`config.mk`:
```
export PLATFORM = sky130hd
export DESIGN_NAME = axi_stream_protocol_monitor
export DESIGN_NICKNAME = d
export VERILOG_FILES = /design/src/rtl/axi_stream_mon_pkg.sv /design/src/rtl/axi_stream_packet_tracker.sv /design/src/rtl/axi_stream_protocol_monitor.sv
export SDC_FILE = /design/constraint.sdc
export NUM_CORES = 1
export LEC_CHECK = 0
export ABC_AREA = 1
export CORE_MARGIN = 5
export CORE_UTILIZATION = 51
export CTS_CLUSTER_DIAMETER = 100
export CTS_CLUSTER_SIZE = 40
export DETAILED_ROUTE_END_ITERATION = 16
export GPL_TIMING_DRIVEN = 0
export PLACE_DENSITY = 0.81
export SYNTH_ARGS = -nofsm -noshare
export SYNTH_HDL_FRONTEND = slang
export SYNTH_SLANG_ARGS = --single-unit
```
`constraint.sdc`:
```
create_clock -name clk -period 9.2 [get_ports clk]
set_input_delay 2.76 -clock clk [delete_from_list [all_inputs] [get_ports clk]]
set_output_delay 2.76 -clock clk [all_outputs]
set_load 0.03 [all_outputs]
```
`src/rtl/axi_stream_mon_pkg.sv`:
```
// Shared definitions for the AXI4-Stream protocol monitor: error bit map,
// packet FSM encoding and a byte-qualifier popcount helper.
package axi_stream_mon_pkg;

   localparam int unsigned ERR_COUNT         = 7;
   localparam int unsigned ERR_VALID_DROP    = 0;
   localparam int unsigned ERR_UNSTABLE      = 1;
   localparam int unsigned ERR_RESET_VALID   = 2;
   localparam int unsigned ERR_STRB_KEEP     = 3;
   localparam int unsigned ERR_PKT_TOO_LONG  = 4;
   localparam int unsigned ERR_ROUTE_CHANGE  = 5;
   localparam int unsigned ERR_STALL_TIMEOUT = 6;

   localparam int unsigned POP_IN_W  = 256;
   localparam int unsigned POP_OUT_W = 16;

   typedef enum logic [0:0] {
      PKT_IDLE = 1'b0,
      PKT_IN   = 1'b1
   } pkt_state_e;

   // Number of set bits; callers zero-extend their qualifier vector to POP_IN_W.
   function automatic logic [POP_OUT_W-1:0] popcount(input logic [POP_IN_W-1:0] v);
      logic [POP_OUT_W-1:0] n;
      n = '0;
      for (int i = 0; i < POP_IN_W; i++) begin
         n = n + POP_OUT_W'(v[i]);
      end
      return n;
   endfunction

endpackage

```
`src/rtl/axi_stream_packet_tracker.sv`:
```
// Packet framing tracker: open/closed state, beats in the open packet and the
// route latched on its first beat; flags over-long packets and route changes.
module axi_stream_packet_tracker
   import axi_stream_mon_pkg::*;
#(
   parameter int unsigned ROUTE_W          = 1,
   parameter int unsigned MAX_PACKET_BEATS = 256,
   parameter bit          NO_INTERLEAVE    = 1'b1
) (
   input  logic               clk_i,
   input  logic               resetn_i,
   input  logic               beat_i,
   input  logic               tlast_i,
   input  logic [ROUTE_W-1:0] route_i,
   output logic               in_packet_o,
   output logic               too_long_c_o,
   output logic               route_chg_c_o
);

   localparam int unsigned        BEATS_W   = 16;
   localparam logic [BEATS_W-1:0] MAX_BEATS = BEATS_W'(MAX_PACKET_BEATS);

   pkt_state_e         state_q, state_d;
   logic [BEATS_W-1:0] beats_q, beats_d;
   logic [ROUTE_W-1:0] route_q, route_d;

   always_ff @(posedge clk_i) begin
      if (!resetn_i) begin
         state_q <= PKT_IDLE;
         beats_q <= '0;
         route_q <= '0;
      end else begin
         state_q <= state_d;
         beats_q <= beats_d;
         route_q <= route_d;
      end
   end

   // beats_q is zero whenever no packet is open, so the length check needs no state term.
   always_comb begin
      state_d       = state_q;
      beats_d       = beats_q;
      route_d       = route_q;
      too_long_c_o  = 1'b0;
      route_chg_c_o = 1'b0;
      if (beat_i) begin
         too_long_c_o  = (beats_q == MAX_BEATS);
         route_chg_c_o = NO_INTERLEAVE && (state_q == PKT_IN) && (route_i != route_q);
         if (tlast_i) begin
            state_d = PKT_IDLE;
            beats_d = '0;
         end else begin
            state_d = PKT_IN;
            if (state_q == PKT_IDLE) begin
               beats_d = BEATS_W'(1);
               route_d = route_i;
            end else if (beats_q != MAX_BEATS) begin
               beats_d = beats_q + BEATS_W'(1);
            end
         end
      end
   end

   assign in_packet_o = (state_q == PKT_IN);

endmodule

```
`src/rtl/axi_stream_protocol_monitor.sv`:
```
// Passive AXI4-Stream link checker: handshake, stability, reset, TKEEP/TSTRB,
// framing and stall rules, sticky error flags and saturating traffic counters.
module axi_stream_protocol_monitor
   import axi_stream_mon_pkg::*;
#(
   parameter int unsigned BYTE_WIDTH       = 4,
   parameter int unsigned KEEP_WIDTH       = 0,
   parameter int unsigned ID_WIDTH         = 0,
   parameter int unsigned DEST_WIDTH       = 0,
   parameter int unsigned USER_WIDTH       = 0,
   parameter int unsigned ASSERT_MASTER    = 1,
   parameter int unsigned NO_INTERLEAVE    = 1,
   parameter int unsigned MAX_PACKET_BEATS = 256,
   parameter int unsigned MAX_STALL        = 16,
   parameter int unsigned CNT_WIDTH        = 32,
   parameter bit          CHECK_PROPS      = 1'b1
) (
   input  logic                                               clk,
   input  logic                                               resetn,
   input  logic                                               tvalid,
   input  logic                                               tready,
   input  logic [((BYTE_WIDTH > 0) ? 8*BYTE_WIDTH : 1)-1:0]   tdata,
   input  logic [((BYTE_WIDTH > 0) ? BYTE_WIDTH : 1)-1:0]     tstrb,
   input  logic [((BYTE_WIDTH > 0) ? BYTE_WIDTH :
                  ((KEEP_WIDTH > 0) ? KEEP_WIDTH : 1))-1:0]   tkeep,
   input  logic                                               tlast,
   input  logic [((ID_WIDTH > 0) ? ID_WIDTH : 1)-1:0]         tid,
   input  logic [((DEST_WIDTH > 0) ? DEST_WIDTH : 1)-1:0]     tdest,
   input  logic [((USER_WIDTH > 0) ? USER_WIDTH : 1)-1:0]     tuser,
   output logic [ERR_COUNT-1:0]                               err,
   output logic                                               in_packet,
   output logic [CNT_WIDTH-1:0]                               beat_count,
   output logic [CNT_WIDTH-1:0]                               packet_count,
   output logic [CNT_WIDTH-1:0]                               byte_count
);

   localparam int unsigned DATA_W  = (BYTE_WIDTH > 0) ? 8*BYTE_WIDTH : 1;
   localparam int unsigned STRB_W  = (BYTE_WIDTH > 0) ? BYTE_WIDTH : 1;
   localparam int unsigned KEEP_N  = (BYTE_WIDTH > 0) ? BYTE_WIDTH : KEEP_WIDTH;
   localparam int unsigned KEEP_W  = (KEEP_N > 0) ? KEEP_N : 1;
   localparam int unsigned ID_W    = (ID_WIDTH > 0) ? ID_WIDTH : 1;
   localparam int unsigned DEST_W  = (DEST_WIDTH > 0) ? DEST_WIDTH : 1;
   localparam int unsigned USER_W  = (USER_WIDTH > 0) ? USER_WIDTH : 1;
   localparam int unsigned ROUTE_W = ID_W + DEST_W;
   localparam int unsigned WIDE_W  = CNT_WIDTH + POP_OUT_W;
   localparam int unsigned STALL_W = $clog2(MAX_STALL + 2);

   localparam logic [STALL_W-1:0]   STALL_SAT = STALL_W'(MAX_STALL + 1);
   localparam logic [CNT_WIDTH-1:0] CNT_MAX   = '1;

   logic                 resetn_q, valid_q, ready_q, last_q;
   logic [DATA_W-1:0]    data_q;
   logic [STRB_W-1:0]    strb_q;
   logic [KEEP_W-1:0]    keep_q;
   logic [ID_W-1:0]      id_q, tid_m;
   logic [DEST_W-1:0]    dest_q, tdest_m;
   logic [USER_W-1:0]    user_q;
   logic [STALL_W-1:0]   stall_q, stall_d;
   logic [ERR_COUNT-1:0] err_q, err_d, viol_c;
   logic [CNT_WIDTH-1:0] beat_cnt_q, beat_cnt_d, pkt_cnt_q, pkt_cnt_d, byte_cnt_q, byte_cnt_d;
   logic [POP_OUT_W-1:0] keep_pop_c;
   logic [WIDE_W-1:0]    headroom_c;
   logic                 beat_c, stall_c, payload_chg_c, too_long_c, route_chg_c;

   assign beat_c     = resetn && tvalid && tready;
   assign stall_c    = resetn && tvalid && !tready;
   assign tid_m      = (ID_WIDTH > 0) ? tid : '0;
   assign tdest_m    = (DEST_WIDTH > 0) ? tdest : '0;
   assign keep_pop_c = (KEEP_N > 0) ? popcount(POP_IN_W'(tkeep)) : '0;

   // Absent signals never count as a change.
   assign payload_chg_c = (tlast != last_q)
      || ((BYTE_WIDTH > 0) && ((tdata != data_q) || (tstrb != strb_q)))
      || ((KEEP_N > 0) && (tkeep != keep_q))
      || ((ID_WIDTH > 0) && (tid != id_q))
      || ((DEST_WIDTH > 0) && (tdest != dest_q))
      || ((USER_WIDTH > 0) && (tuser != user_q));

   axi_stream_packet_tracker #(
      .ROUTE_W          (ROUTE_W),
      .MAX_PACKET_BEATS (MAX_PACKET_BEATS),
      .NO_INTERLEAVE    (NO_INTERLEAVE != 0)
   ) u_tracker (
      .clk_i         (clk),
      .resetn_i      (resetn),
      .beat_i        (beat_c),
      .tlast_i       (tlast),
      .route_i       ({tid_m, tdest_m}),
      .in_packet_o   (in_packet),
      .too_long_c_o  (too_long_c),
      .route_chg_c_o (route_chg_c)
   );

   always_comb begin
      stall_d    = '0;
      viol_c     = '0;
      beat_cnt_d = beat_cnt_q;
      pkt_cnt_d  = pkt_cnt_q;
      byte_cnt_d = byte_cnt_q;
      headroom_c = WIDE_W'(CNT_MAX) - WIDE_W'(byte_cnt_q);
      if (stall_c) begin
         stall_d = (stall_q == STALL_SAT) ? STALL_SAT : stall_q + STALL_W'(1);
      end
      viol_c[ERR_VALID_DROP]    = resetn && resetn_q && valid_q && !ready_q && !tvalid;
      viol_c[ERR_UNSTABLE]      = resetn && resetn_q && valid_q && !ready_q && payload_chg_c;
      viol_c[ERR_RESET_VALID]   = resetn && !resetn_q && tvalid;
      viol_c[ERR_STRB_KEEP]     = resetn && tvalid && (BYTE_WIDTH > 0)
                                  && (|(KEEP_W'(tstrb) & ~tkeep));
      viol_c[ERR_PKT_TOO_LONG]  = too_long_c;
      viol_c[ERR_ROUTE_CHANGE]  = route_chg_c;
      viol_c[ERR_STALL_TIMEOUT] = (stall_d > STALL_W'(MAX_STALL));
      err_d = err_q | viol_c;
      if (beat_c) begin
         if (beat_cnt_q != CNT_MAX) beat_cnt_d = beat_cnt_q + CNT_WIDTH'(1);
         if (tlast && (pkt_cnt_q != CNT_MAX)) pkt_cnt_d = pkt_cnt_q + CNT_WIDTH'(1);
         byte_cnt_d = (WIDE_W'(keep_pop_c) > headroom_c) ? CNT_MAX
                                                         : byte_cnt_q + CNT_WIDTH'(keep_pop_c);
      end
   end

   always_ff @(posedge clk) begin
      if (!resetn) begin
         resetn_q   <= 1'b0;
         valid_q    <= 1'b0;
         ready_q    <= 1'b0;
         last_q     <= 1'b0;
         data_q     <= '0;
         strb_q     <= '0;
         keep_q     <= '0;
         id_q       <= '0;
         dest_q     <= '0;
         user_q     <= '0;
         stall_q    <= '0;
         err_q      <= '0;
         beat_cnt_q <= '0;
         pkt_cnt_q  <= '0;
         byte_cnt_q <= '0;
      end else begin
         resetn_q   <= 1'b1;
         valid_q    <= tvalid;
         ready_q    <= tready;
         last_q     <= tlast;
         data_q     <= tdata;
         strb_q     <= tstrb;
         keep_q     <= tkeep;
         id_q       <= tid;
         dest_q     <= tdest;
         user_q     <= tuser;
         stall_q    <= stall_d;
         err_q      <= err_d;
         beat_cnt_q <= beat_cnt_d;
         pkt_cnt_q  <= pkt_cnt_d;
         byte_cnt_q <= byte_cnt_d;
      end
   end

   assign err          = err_q;
   assign beat_count   = beat_cnt_q;
   assign packet_count = pkt_cnt_q;
   assign byte_count   = byte_cnt_q;

   // Master rules (bits 0-5) and the slave stall rule swap assert/assume roles.
   if (CHECK_PROPS) begin : g_props
      for (genvar i = 0; i < ERR_COUNT; i++) begin : g_rule
         if ((i != ERR_STALL_TIMEOUT) == (ASSERT_MASTER != 0)) begin : g_assert
            a_rule: assert property (@(posedge clk) !viol_c[i]);
         end else begin : g_assume
            m_rule: assume property (@(posedge clk) !viol_c[i]);
         end
      end
   end

endmodule

```
==> results.md <==
* Leak pwr at 4.86 nW
* Initial antenna violation count at 0
* Max incr delay on CP at ~570 ps
* Crit path kind: input port to flop
* CTS tree: done
* Cell mode on critical path: nand2_1
* Iteration-0 DRC Markers at between 800 and 900
* # setup viols final at 0
* Worst Path Arrival at between 6000 and 7000 ps
* Total nets after synthesis at between 1k and 1.5k
* Port Buffers at between 100 and 150
* Grt ovf at 0
* Die Wd at roughly 140 um
* Placed instance area at 10900 sq um
* Post-synthesis sequential area ratio at 0.367
* Total track usage at 0.241
* Pin count of the biggest net entering global routing at 17
* Maximum VDD drop at approximately 0.14 mV
* Root Buffer Master: clkbuf_16
* First-pass GRT wire length at approximately 40000 um
* Fraction of layout cells with a size suffix above 1 at 0.0382
* Max-Cap Viols at 0
* Top cells by area, synth: dfxtp_1, nand2_1, inv_1
* Post-route ant nets at 0
* Final nets at about 1.6k
* CP top delay family: adder cells
* Most common flop cell mapped by yosys: dfxtp_1
* EDFF count, synth at 0
* Final Cycle Share at 0.622
* Least-Margin Pin Slew at about 710 ps
* Slowest CP cell: clkdlybuf4s50_1
* Post-layout util at 0.646
* Post-route DRC violation count at 0
* Leading area contributor after synthesis: dfxtp_1
* Worst EP required at 9520 ps
* Status: finished clean
* Postcts setup bufs at 0
* Pwr/cell area at 140 nW/um^2
* Fraction of registers with async set or reset after synthesis at 0
* Drt first pass iters at 5
* Worst-path cell chain: clkdlybuf4s50_1, fa_1, ha_1, ha_1, inv_1, fa_1, o21ai_2, nand2_1, nor2_2, nand2_1, inv_1, nand2_1, nand2_1, nand2_1, o21ai_1, inv_1
* Via density at a little over 5
* Final WL at around 25000 um
* Vias at 9295
* Worst min-delay path category: flop to flop
* Most frequent cells in the layout: nand2_1, inv_1, nor2_1, dfxtp_1, clkdlybuf4s50_1
* Hold WS at between 400 and 500 ps
* Count of cell types in the netlist at 39
* Yosys top cell area share at 0.367
* Non-Filler Instances at approximately 1.8k
* Critical Path Fanout Max at 4
* Commonest non-fill, non-tap cell in the layout: nand2_1
* Dpl cells at between 1.5k and 2k
* Clk_skew at around 7.1 ps
* Nature of the critical path endpoint: flop
* Starting Density at 0.514
* Core footprint at roughly 18000 sq um
* H-tree depth at 4
* Min cycle time layout at 5720 ps
* Startpoint types: input port
* Final non-filler cell area at between 10000 and 15000 sq um
* RSZ-0062 raised after global routing: false
* Synth Cell Area at approximately 9000 sq um
* Gate Count Post-Synth at around 1.4k
* Cts hold-fix bufs at 0
* Longest Clk Path Bufs at 2
* Area growth, synth to finish at 25.8%
* I/O Pins at 152
* CTS resizes at 0
* FP Rows at 49
* Synth Warn # at 0
* CTS Buf Count at 17
* Worst-path clk slew at roughly 60 ps
* Final hold viol count at 0
* Slew HR at 0.528
* Vias in the first global route at between 8k and 9k
* Clock Sinks at 168
* Syn_area_per_cell at 6.46 sq um
* Setup TNS at 0 ps
* Synthesized flop and latch total at between 150 and 200
* Routability Congestion at 0.960
* Final Max Slew Viols at 0
* DP Wirelength at 19000 um
* Clk_lat worst skew at around 430 ps
* Antenna diode count at 0
* DR WL/cell at between 10 and 15 um
* WP buf/inv at 4
* Die Height at around 140 um
* Die Area at 20800 sq um
* Fmax at roughly 170 MHz
registers in the layout (all words and copies together), names as in the netlist:
signal,count
data_q,32
keep_q,4
valid_q,1
u_tracker.beats_q,16
byte_count,32
stall_q,5
resetn_q,1
u_tracker.in_packet_o,1
last_q,1
packet_count,32
strb_q,4
ready_q,1
err,6
beat_count,32
final cells by class:
| type | instances | area, sq um |
|---|---|---|
| plain buffers | 31 | 178 |
| clock buffers | 17 | 425 |
| clock inverters | 12 | 179 |
| fillers | 1617 | 6310 |
| inverters | 203 | 762 |
| multi-input cells | 1018 | 4860 |
| flip-flops and latches | 168 | 3360 |
| well taps | 229 | 287 |
| repair buffers | 147 | 1470 |
cells by family after synthesis:
group,after synthesis,share of synthesized area
buf+inv,234,0.102
compound gates,140,0.0812
xor+xnor,67,0.0640
other cells,1,0.000409
simple gates,795,0.363
flops,168,0.367
fa+ha+maj,15,0.0221
power breakdown:
group          internal, mW  leakage [nW]  switching, mW
logic                0.0513          3.21         0.0667
registers             0.741          1.37        0.00737
clock network         0.450         0.287          0.299
total                  1.24          4.86          0.373
cell usage after synthesis (all sizes together), types with 2 or more instances:
| library cell | instances |
|---|---|
| a21boi | 2 |
| a21oi | 80 |
| buf | 13 |
| clkbuf | 18 |
| dfxtp | 168 |
| fa | 2 |
| ha | 13 |
| inv | 203 |
| nand2 | 462 |
| nand3 | 66 |
| nand3b | 12 |
| nand4 | 35 |
| nor2 | 181 |
| nor3 | 34 |
| nor3b | 2 |
| o21a | 3 |
| o21ai | 48 |
| o21bai | 3 |
| or2 | 3 |
| xnor2 | 35 |
| xor2 | 32 |
final timing paths:
path	depth (start not counted)	start	slack, ps	endpoint
worst max register to register	13	byte_count[0]	6830	byte_count[20]
worst min-delay path	2	err[6]	450	err[6]
worst max-delay path	16	tkeep[1]	3480	byte_count[20]
worst min register to register	2	err[6]	450	err[6]
tightest hold or removal path, stage by stage (launching register included):
cell,delay (ps)
dfxtp_1,310
inv_1,40
a21oi_1,50
routing by layer:
| layer | GRT usage | vias to the layer above | part of all wire |
|---|---|---|---|
| li1 | - | 4746 | - |
| met1 | 0.292 | 4206 | 0.42 |
| met2 | 0.418 | 305 | 0.48 |
| met3 | 0.0569 | 38 | 0.080 |
| met4 | 0.0823 | 0 | 0.021 |
| met5 | 0 | - | 0 |
metrics by stage:
stage	worst slack [ps]	total power [mW]
3_5_place_dp	3080	0.883
2_1_floorplan	3930	0.832
5_1_grt	3240	1.67
4_1_cts	3480	1.63
6_report	3480	1.61
3_3_place_gp	3110	0.879
No activity file was read; power rests on OpenSTA's default activity.
